File: src/rtl/vga_timing_gen_if.sv
// Signal bundle between the VGA timing generator and its consumers
// (pixel generator and connector).
interface vga_timing_gen_if;
   logic       en;
   logic       pix_tick;
   logic [9:0] h_cnt;
   logic [9:0] v_cnt;
   logic       valid;
   logic       hsync;
   logic       vsync;
   logic       frame_done;
   logic [7:0] frame_cnt;

   modport master (
      input  en,
      output pix_tick, h_cnt, v_cnt, valid, hsync, vsync, frame_done, frame_cnt
   );

   modport slave (
      output en,
      input  pix_tick, h_cnt, v_cnt, valid, hsync, vsync, frame_done, frame_cnt
   );
endinterface

File: src/rtl/vga_timing_gen.sv
// VGA raster timing: pixel-rate divider, idle/run control and h/v counters with
// registered sync, visible-area and frame-wrap outputs.
module vga_timing_gen #(
   parameter int unsigned CLK_DIV   = 4,
   parameter int unsigned H_VISIBLE = 640,
   parameter int unsigned H_FRONT   = 16,
   parameter int unsigned H_SYNC    = 96,
   parameter int unsigned H_BACK    = 48,
   parameter int unsigned V_VISIBLE = 480,
   parameter int unsigned V_FRONT   = 10,
   parameter int unsigned V_SYNC    = 2,
   parameter int unsigned V_BACK    = 33
) (
   input  logic               clk,
   input  logic               rst_n,
   vga_timing_gen_if.master   tim_io
);

   localparam int unsigned H_TOTAL = H_VISIBLE + H_FRONT + H_SYNC + H_BACK;
   localparam int unsigned V_TOTAL = V_VISIBLE + V_FRONT + V_SYNC + V_BACK;

   localparam logic [3:0] DivMax  = 4'(CLK_DIV - 1);
   localparam logic [9:0] HLast   = 10'(H_TOTAL - 1);
   localparam logic [9:0] VLast   = 10'(V_TOTAL - 1);
   localparam logic [9:0] HVis    = 10'(H_VISIBLE);
   localparam logic [9:0] VVis    = 10'(V_VISIBLE);
   localparam logic [9:0] HsStart = 10'(H_VISIBLE + H_FRONT);
   localparam logic [9:0] HsEnd   = 10'(H_VISIBLE + H_FRONT + H_SYNC);
   localparam logic [9:0] VsStart = 10'(V_VISIBLE + V_FRONT);
   localparam logic [9:0] VsEnd   = 10'(V_VISIBLE + V_FRONT + V_SYNC);

   typedef enum logic {StIdle, StRun} state_e;

   state_e     state_q, state_d;
   logic [3:0] div_q, div_d;
   logic       pix_tick_q, pix_tick_d;
   logic [9:0] h_q, h_d;
   logic [9:0] v_q, v_d;
   logic       valid_q, valid_d;
   logic       hsync_q, hsync_d;
   logic       vsync_q, vsync_d;
   logic       frame_done_q;
   logic [7:0] frame_cnt_q;
   logic       run_d;
   logic       wrap;

   always_comb begin
      div_d      = (div_q == DivMax) ? 4'd0 : div_q + 4'd1;
      // The tick is registered, so counters move on the edge that raises it.
      pix_tick_d = (div_d == DivMax);
      wrap       = (state_q == StRun) && (h_q == HLast) && (v_q == VLast);
      h_d        = 10'd0;
      v_d        = 10'd0;
      run_d      = 1'b0;
      unique case (state_q)
         StIdle: run_d = tim_io.en;
         StRun: begin
            // en only matters at the frame wrap; mid-frame drops are ignored.
            run_d = wrap ? tim_io.en : 1'b1;
            if (h_q != HLast) begin
               h_d = h_q + 10'd1;
               v_d = v_q;
            end else if (v_q != VLast) begin
               v_d = v_q + 10'd1;
            end
         end
      endcase
      state_d = run_d ? StRun : StIdle;
      // Flags decode the updated position so they always match h_cnt/v_cnt.
      valid_d = run_d && (h_d < HVis) && (v_d < VVis);
      hsync_d = !(run_d && (h_d >= HsStart) && (h_d < HsEnd));
      vsync_d = !(run_d && (v_d >= VsStart) && (v_d < VsEnd));
   end

   always_ff @(posedge clk or negedge rst_n) begin
      if (!rst_n) begin
         state_q      <= StIdle;
         div_q        <= 4'd0;
         pix_tick_q   <= 1'b0;
         h_q          <= 10'd0;
         v_q          <= 10'd0;
         valid_q      <= 1'b0;
         hsync_q      <= 1'b1;
         vsync_q      <= 1'b1;
         frame_done_q <= 1'b0;
         frame_cnt_q  <= 8'd0;
      end else begin
         div_q        <= div_d;
         pix_tick_q   <= pix_tick_d;
         frame_done_q <= 1'b0;
         if (pix_tick_d) begin
            state_q <= state_d;
            h_q     <= h_d;
            v_q     <= v_d;
            valid_q <= valid_d;
            hsync_q <= hsync_d;
            vsync_q <= vsync_d;
            if (wrap) begin
               frame_done_q <= 1'b1;
               frame_cnt_q  <= frame_cnt_q + 8'd1;
            end
         end
      end
   end

   assign tim_io.pix_tick   = pix_tick_q;
   assign tim_io.h_cnt      = h_q;
   assign tim_io.v_cnt      = v_q;
   assign tim_io.valid      = valid_q;
   assign tim_io.hsync      = hsync_q;
   assign tim_io.vsync      = vsync_q;
   assign tim_io.frame_done = frame_done_q;
   assign tim_io.frame_cnt  = frame_cnt_q;

endmodule

File: src/flat_wrapper.sv
// flat-port wrapper written by rule: the top's interface ports become plain ports
module vga_timing_gen_flat 
#(
   parameter int unsigned CLK_DIV   = 4,
   parameter int unsigned H_VISIBLE = 640,
   parameter int unsigned H_FRONT   = 16,
   parameter int unsigned H_SYNC    = 96,
   parameter int unsigned H_BACK    = 48,
   parameter int unsigned V_VISIBLE = 480,
   parameter int unsigned V_FRONT   = 10,
   parameter int unsigned V_SYNC    = 2,
   parameter int unsigned V_BACK    = 33
)
  (clk, rst_n, tim_io_en, tim_io_pix_tick, tim_io_h_cnt, tim_io_v_cnt, tim_io_valid, tim_io_hsync, tim_io_vsync, tim_io_frame_done, tim_io_frame_cnt);
  vga_timing_gen_if tim_io_i ();
  input  logic clk;
  input  logic rst_n;
  input wire logic [$bits(tim_io_i.en)-1:0] tim_io_en;
  output wire logic [$bits(tim_io_i.pix_tick)-1:0] tim_io_pix_tick;
  output wire logic [$bits(tim_io_i.h_cnt)-1:0] tim_io_h_cnt;
  output wire logic [$bits(tim_io_i.v_cnt)-1:0] tim_io_v_cnt;
  output wire logic [$bits(tim_io_i.valid)-1:0] tim_io_valid;
  output wire logic [$bits(tim_io_i.hsync)-1:0] tim_io_hsync;
  output wire logic [$bits(tim_io_i.vsync)-1:0] tim_io_vsync;
  output wire logic [$bits(tim_io_i.frame_done)-1:0] tim_io_frame_done;
  output wire logic [$bits(tim_io_i.frame_cnt)-1:0] tim_io_frame_cnt;
  assign tim_io_i.en = tim_io_en;
  assign tim_io_pix_tick = tim_io_i.pix_tick;
  assign tim_io_h_cnt = tim_io_i.h_cnt;
  assign tim_io_v_cnt = tim_io_i.v_cnt;
  assign tim_io_valid = tim_io_i.valid;
  assign tim_io_hsync = tim_io_i.hsync;
  assign tim_io_vsync = tim_io_i.vsync;
  assign tim_io_frame_done = tim_io_i.frame_done;
  assign tim_io_frame_cnt = tim_io_i.frame_cnt;
  vga_timing_gen #(.CLK_DIV(CLK_DIV), .H_VISIBLE(H_VISIBLE), .H_FRONT(H_FRONT), .H_SYNC(H_SYNC), .H_BACK(H_BACK), .V_VISIBLE(V_VISIBLE), .V_FRONT(V_FRONT), .V_SYNC(V_SYNC), .V_BACK(V_BACK)) u_core (.clk(clk), .rst_n(rst_n), .tim_io(tim_io_i));
endmodule
File: config.mk
export PLATFORM = sky130hd
export DESIGN_NAME = vga_timing_gen_flat
export DESIGN_NICKNAME = d
export VERILOG_FILES = /design/src/rtl/vga_timing_gen_if.sv /design/src/rtl/vga_timing_gen.sv /design/src/flat_wrapper.sv
export SDC_FILE = /design/constraint.sdc
export NUM_CORES = 1
export LEC_CHECK = 0
export BUFFER_PORTS_ARGS = -buffer_cell sky130_fd_sc_hd__buf_4
export CELL_PAD_IN_SITES_DETAIL_PLACEMENT = 0
export CELL_PAD_IN_SITES_GLOBAL_PLACEMENT = 1
export CORE_ASPECT_RATIO = 0.75
export CORE_UTILIZATION = 43
export CTS_CLUSTER_DIAMETER = 40
export DETAILED_ROUTE_END_ITERATION = 16
export PLACE_DENSITY_LB_ADDON = 0.25
export SYNTH_ARGS = -nofsm -noshare
export SYNTH_HDL_FRONTEND = slang
export SYNTH_SLANG_ARGS = --single-unit
File: constraint.sdc
create_clock -name clk -period 5.4 [get_ports clk]
set_clock_uncertainty 0.15 [all_clocks]
set_input_delay 0.27 -clock clk [delete_from_list [all_inputs] [get_ports clk]]
set_output_delay 0.27 -clock clk [all_outputs]
set_load 0.05 [all_outputs]
* Yosys cells after proc, flatten, opt, wreduce, memory -nomap -nowiden
Index checks and enable logic that the tools add are counted.
** Operators by class
- Bitwise gates (word level) :: 1
- Add/subtract/negate cells :: 4
- Magnitude comparators :: 6
- Multiplexer cells :: 11
- Reduce and logical (&&, ||, !) cells :: 11
- Equal/unequal tests :: 6
** Operators by type and width (count)
- 10-bit two-way mux :: 5
- 10-bit by 1-bit adder with 10-bit output (second input constant) :: 2
- 10-bit equality test (second input constant) :: 2
- 10-bit < comparator (second input constant) :: 2
- 10-bit by 9-bit < comparator with 1-bit output (second input constant) :: 2
- 10-bit != test (second input constant) :: 2
- 10-bit greater-or-equal comparator (second input constant) :: 1
- 10-bit by 9-bit greater-or-equal comparator with 1-bit output (second input constant) :: 1
- 8-bit by 1-bit adder with 8-bit output (second input constant) :: 1
- 4-bit by 2-bit equality test with 1-bit output (second input constant) :: 2
- 1-bit logical AND :: 8
- 4-bit by 1-bit adder with 4-bit output (second input constant) :: 1
- 1-bit two-way mux :: 4
- 4-bit two-way mux :: 1
- 1-bit zero test :: 2
- 1-bit one-hot mux with 2 select lines :: 1
- 2-bit AND reduction :: 1
- 1-bit inverter :: 1
** Storage, ports and cells
- Logic and storage cells :: 49
- Output and inout port bits :: 33
- Register bits after elaboration :: 38
- Input bits :: 3

* Longest topological paths before layout
- Depth in word-level cells :: 8
- Mapped depth :: 10
- Mapped depth without buffers :: 8

* Worst setup path before layout
No wires, ideal clock.
- Kind :: register -> register
- Start point :: reg u_core.h_q[0], in the netlist u_core.tim_io.h_cnt[0]
- End point :: reg u_core.vsync_q, in the netlist u_core.tim_io.vsync
- Buffers on the path :: 1
- Setup time :: 0.083 ns
- Period minus slack after synthesis :: 2.518 ns
- Arrival :: 2.284 ns
- Cell stages (with the launch flop) :: 8
- Setup slack :: 2.882 ns
- Data required time :: 5.167 ns
- Cell sequence :: dfrtp_1 > ha_1 > and3_1 > buf_2 > nand3_1 > or3_1 > a211o_1 > o32a_1
** Between the ends
- Cells in the longest elaborated chain, start to end :: 8
- Elaborated cells on any way between the ends :: 13
- Classes of those cells :: 2 x order compare; 2 x eq/ne; 4 x mux; 5 x reduce/logical
** RTL lines
- start, declared :: RTL line vga_timing_gen.sv:37 : logic [9:0] h_q, h_d;
- start signal, assigned :: RTL line vga_timing_gen.sv:80 : h_q <= 10'd0;
- start signal, assigned :: RTL line vga_timing_gen.sv:93 : h_q <= h_d;
- parallel branches: the longest is 6 deep, another holds 10-bit by 9-bit greater-or-equal comparator with 1-bit output
- 1-bit logical AND (*) :: RTL line vga_timing_gen.sv:72 : vsync_d = !(run_d && (v_d >= VsStart) && (v_d < VsEnd));
- 1-bit zero test (*) :: RTL line vga_timing_gen.sv:72
- end signal, assigned :: RTL line vga_timing_gen.sv:97 : vsync_q <= vsync_d;
- end, declared :: RTL line vga_timing_gen.sv:41 : logic vsync_q, vsync_d;
Every way passes the cells marked *.
A chain may end at the register's enable or synchronous reset.

* Worst setup path after layout
- Start point :: reg u_core.div_q[0]
- End point :: reg u_core.frame_cnt_q[1], in the netlist u_core.tim_io.frame_cnt[1]
** Between the ends
- Cells in the longest elaborated chain, start to end :: 4
- Elaborated cells on any way between the ends :: 5
- Classes of those cells :: 1 x add/sub; 2 x eq/ne; 1 x mux; 1 x reduce/logical
** RTL lines
- start, declared :: RTL line vga_timing_gen.sv:35 : logic [3:0] div_q, div_d;
- start signal, assigned :: RTL line vga_timing_gen.sv:88 : div_q <= div_d;
- 4-bit by 1-bit adder with 4-bit output or 4-bit by 2-bit equality test with 1-bit output (tied branches) :: RTL line vga_timing_gen.sv:48 : div_d = (div_q == DivMax) ? 4'd0 : div_q + 4'd1;
- 4-bit two-way mux (*) :: RTL line vga_timing_gen.sv:48
- 4-bit by 2-bit equality test with 1-bit output (*) :: RTL line vga_timing_gen.sv:50 : pix_tick_d = (div_d == DivMax);
- 2-bit AND reduction (no source line) (*)
- end signal, assigned :: RTL line vga_timing_gen.sv:100 : frame_cnt_q <= frame_cnt_q + 8'd1;
- end, declared :: RTL line vga_timing_gen.sv:43 : logic [7:0] frame_cnt_q;
Every way passes the cells marked *; elsewhere a longest branch is shown, timed or not.

==> impl_metrics.toml <==
[route]
drc = 4
vias_per_cell = 5.61
firstDrtPassIters = 11
wl_per_cell_um = 14.8
drt-total-wl_um = 5050
first_iter_violations = 139
vias = 1913
postRouteAntennaNets = 0

[worst_setup_path]
arrival_ns = 3.11
crit_fanout = 21
worstPathRequired_ns = 5.43
reg2reg_slack_ns = 2.31
rr_endpoint = "u_core.tim_io.frame_cnt[1]$_DFFE_PN0P_"
startpoint = "u_core.div_q[0]$_DFF_PN0_"
r2r-start = "u_core.div_q[0]$_DFF_PN0_"
start_kind = "flop"
cp-end-kind = "flop"
cp-endpoint = "u_core.tim_io.frame_cnt[1]$_DFFE_PN0P_"
worstRegToRegCells = 7
worstSetupPathType = "flop to flop"

[floorplanning]
fp.dieH_um = 63.6
fp.coreArea_mm2 = 0.00487
start_util = 0.447
io_pins = 36
rows = 22
die-area_mm2 = 0.00535
fp.dieW_um = 84.1

[worst_hold_path]
whs_path_depth = 2
min_path_type = "primary input to flop"

[cells_and_area]
final_util = 0.524
nNetsFinal = 289
instances_no_fill = 341
syn2layout_area_growth_pct = 17.4
diodes = 0
drive_gt1_frac = 0.181

[grt]
grt_overflow = 0
grt-busiest-layer = "met1"
grt_use_total = 0.203
grt_max_degree = 39
antenna_found_initial = 0
grt_pass1_wl_um = 8540
use_met2 = 0.297
use_met3 = 0.0446
met1_usage = 0.305
grt_pass1_vias = 1732

[sta]
worst_slack_ns = 2.31
fin_crit_sh = 0.572
worst-slew-pin-transition_ns = 0.858
finalSetupViolCount = 0
fin_crit_ns = 3.09
finalHoldWorstSlack_ns = 0.0796
maxSlewHeadroom = 0.426
hold_violations = 0
drv_slew = 0
max_clock_freq_ghz = 0.324
rsz0062_at_grt = "false"
tns_ns = 0

[synthesis]
synth_seq_cells = 38
yosys_warnings = 0
synthArstFlopShare = 1.00
yosys.area_share.adder = 0.0345
syn_nets = 259
synth_common_cells = "dfrtp_1 (36), nand2_1 (34), o21ai_0 (24)"
synth-simple-area-share = 0.242
ys_types = 48
yosysMostFrequentCell = "dfrtp_1"
synth_top_family_by_area = "simple AND/OR/NAND/NOR gates"
synth_ff_type = "dfrtp_1"
avgSynthCellArea_um2 = 8.70
synth_edf_count = 0
synth-xor-area-share = 0.0604
syn-cell-area_mm2 = 0.00218
netlist_instances = 250
yosysTopAreaCellShare = 0.414
muxShareOfSynthArea = 0.0144
synth.area.top_cells = "dfrtp_1 (41%), nand2_1 (5.9%), o21ai_0 (5.5%), xnor2_1 (4.0%), ha_1 (3.5%)"
ys_seq_area_frac = 0.438
synth_compound_area_frac = 0.163
synth_area_leader_cell = "dfrtp_1"

[placement]
pre_cts_ws_ns = 2.33
dp_hpwl_um = 3570
gp_congestion = 0.842
port_buffers = 35
numPlacedInstances = 332

[clock_network]
clock-root-buffer = "clkbuf_8"
insertion_delay_ns = 0.29
clockBufferDepth = 2
ctsHoldBuffers = 1
post_cts_buffers = 0
cts_repair_resize_count = 0
clock-sinks = 38
cts_buffers = 5
htree_levels = 2
clkTransAtPathRegs_ns = 0.07
cts_tree = "built"

[power_and_ir_drop]
cellLeakagePower_nw = 1.15
powerDensity_mw_per_mm2 = 269
max-vdd-ir-drop_v = 0.000141

[run_status]
outcome = "finished, violations left"
violations = "DRC"

[job]
drv_cap = 0
area by class of cell:
type	instances	area, um2
Multi-Input combinational cell	187	1120
Fill cell	479	2320
Sequential cell	38	953
Inverter	12	45.0
Clock buffer	7	86.3
Tap cell	60	75.1
Clock inverter	1	5.00
Timing Repair Buffer	36	273
power by group:
| group | total [mW] | internal [mW] | switching, mW | leakage, nW |
|---|---|---|---|---|
| logic | 0.157 | 0.0525 | 0.105 | 0.613 |
| clock network | 0.204 | 0.103 | 0.101 | 0.0482 |
| registers | 0.327 | 0.298 | 0.0289 | 0.486 |
metrics by stage:
| step | instance area [um2] | total power [mW] |
|---|---|---|
| 3_5_place_dp | 2450 | 0.488 |
| 2_1_floorplan | 2180 | 0.443 |
| 5_1_grt | 2550 | 0.723 |
| 6_report | 2550 | 0.688 |
| 4_1_cts | 2550 | 0.692 |
| 3_3_place_gp | 2450 | 0.490 |
logic make-up (layout without fill, tap and decap cells):
kind of cell               count (synthesis)  count (layout)
and+or+nand+nor                          106             106
AOI/OAI and AO/OA                         57              57
DFF                                       38              38
buffers and inverters                     25              56
xor gates and xnor gates                  15              15
adders and majority gates                  6               6
muxes                                      3               3
critical path, stage by stage, from the launching register on:
cell and delay [ns]:
dfrtp_1 0.41, inv_1 0.06, ha_1 0.22, and2_1 0.15, a31oi_2 0.68, inv_1 0.56, nand3_1 0.38, mux2_2 0.37
registers in the layout, summed over array words and instances (netlist names):
| name | cells |
|---|---|
| u_core.div_q | 4 |
| u_core.state_q | 1 |
| u_core.tim_io.frame_cnt | 8 |
| u_core.tim_io.frame_done | 1 |
| u_core.tim_io.h_cnt | 10 |
| u_core.tim_io.hsync | 1 |
| u_core.tim_io.pix_tick | 1 |
| u_core.tim_io.v_cnt | 10 |
| u_core.tim_io.valid | 1 |
| u_core.tim_io.vsync | 1 |
worst min-delay path by stage:
stage / start / end / slack (ns)
5_1_grt: tim_io_en / u_core.state_q$_DFFE_PN0P_ / 0.09
2_1_floorplan: rst_n / u_core.div_q[0]$_DFF_PN0_ / -0.18
3_5_place_dp: rst_n / u_core.tim_io.v_cnt[7]$_DFFE_PN0P_ / 0.12
6_report: tim_io_en / u_core.state_q$_DFFE_PN0P_ / 0.08
4_1_cts: tim_io_en / u_core.state_q$_DFFE_PN0P_ / 0.08
3_3_place_gp: rst_n / u_core.tim_io.v_cnt[3]$_DFFE_PN0P_ / 0.12
cell usage in the layout (no fill, tap or decap), drive strengths merged, types with 3 or more instances in the layout:
cell / synthesis / final
dfrtp: 36 / 36
buf: 7 / 35
nand2: 35 / 35
o21ai: 25 / 25
nor2: 18 / 18
nand3: 15 / 15
inv: 12 / 12
xnor2: 10 / 10
a21oi: 8 / 8
nor3: 8 / 8
nand4: 8 / 8
o31ai: 7 / 7
clkbuf: 6 / 7
and3: 6 / 6
ha: 6 / 6
xor2: 5 / 5
nor4: 3 / 3
o22ai: 3 / 3
a31oi: 3 / 3
routing by layer:
layer	up-vias	part of all wire
met3	6	0.055
li1	949	-
met5	-	0
met1	899	0.52
met2	59	0.42
met4	0	0.0067
Power figures use the tool's default switching activity.
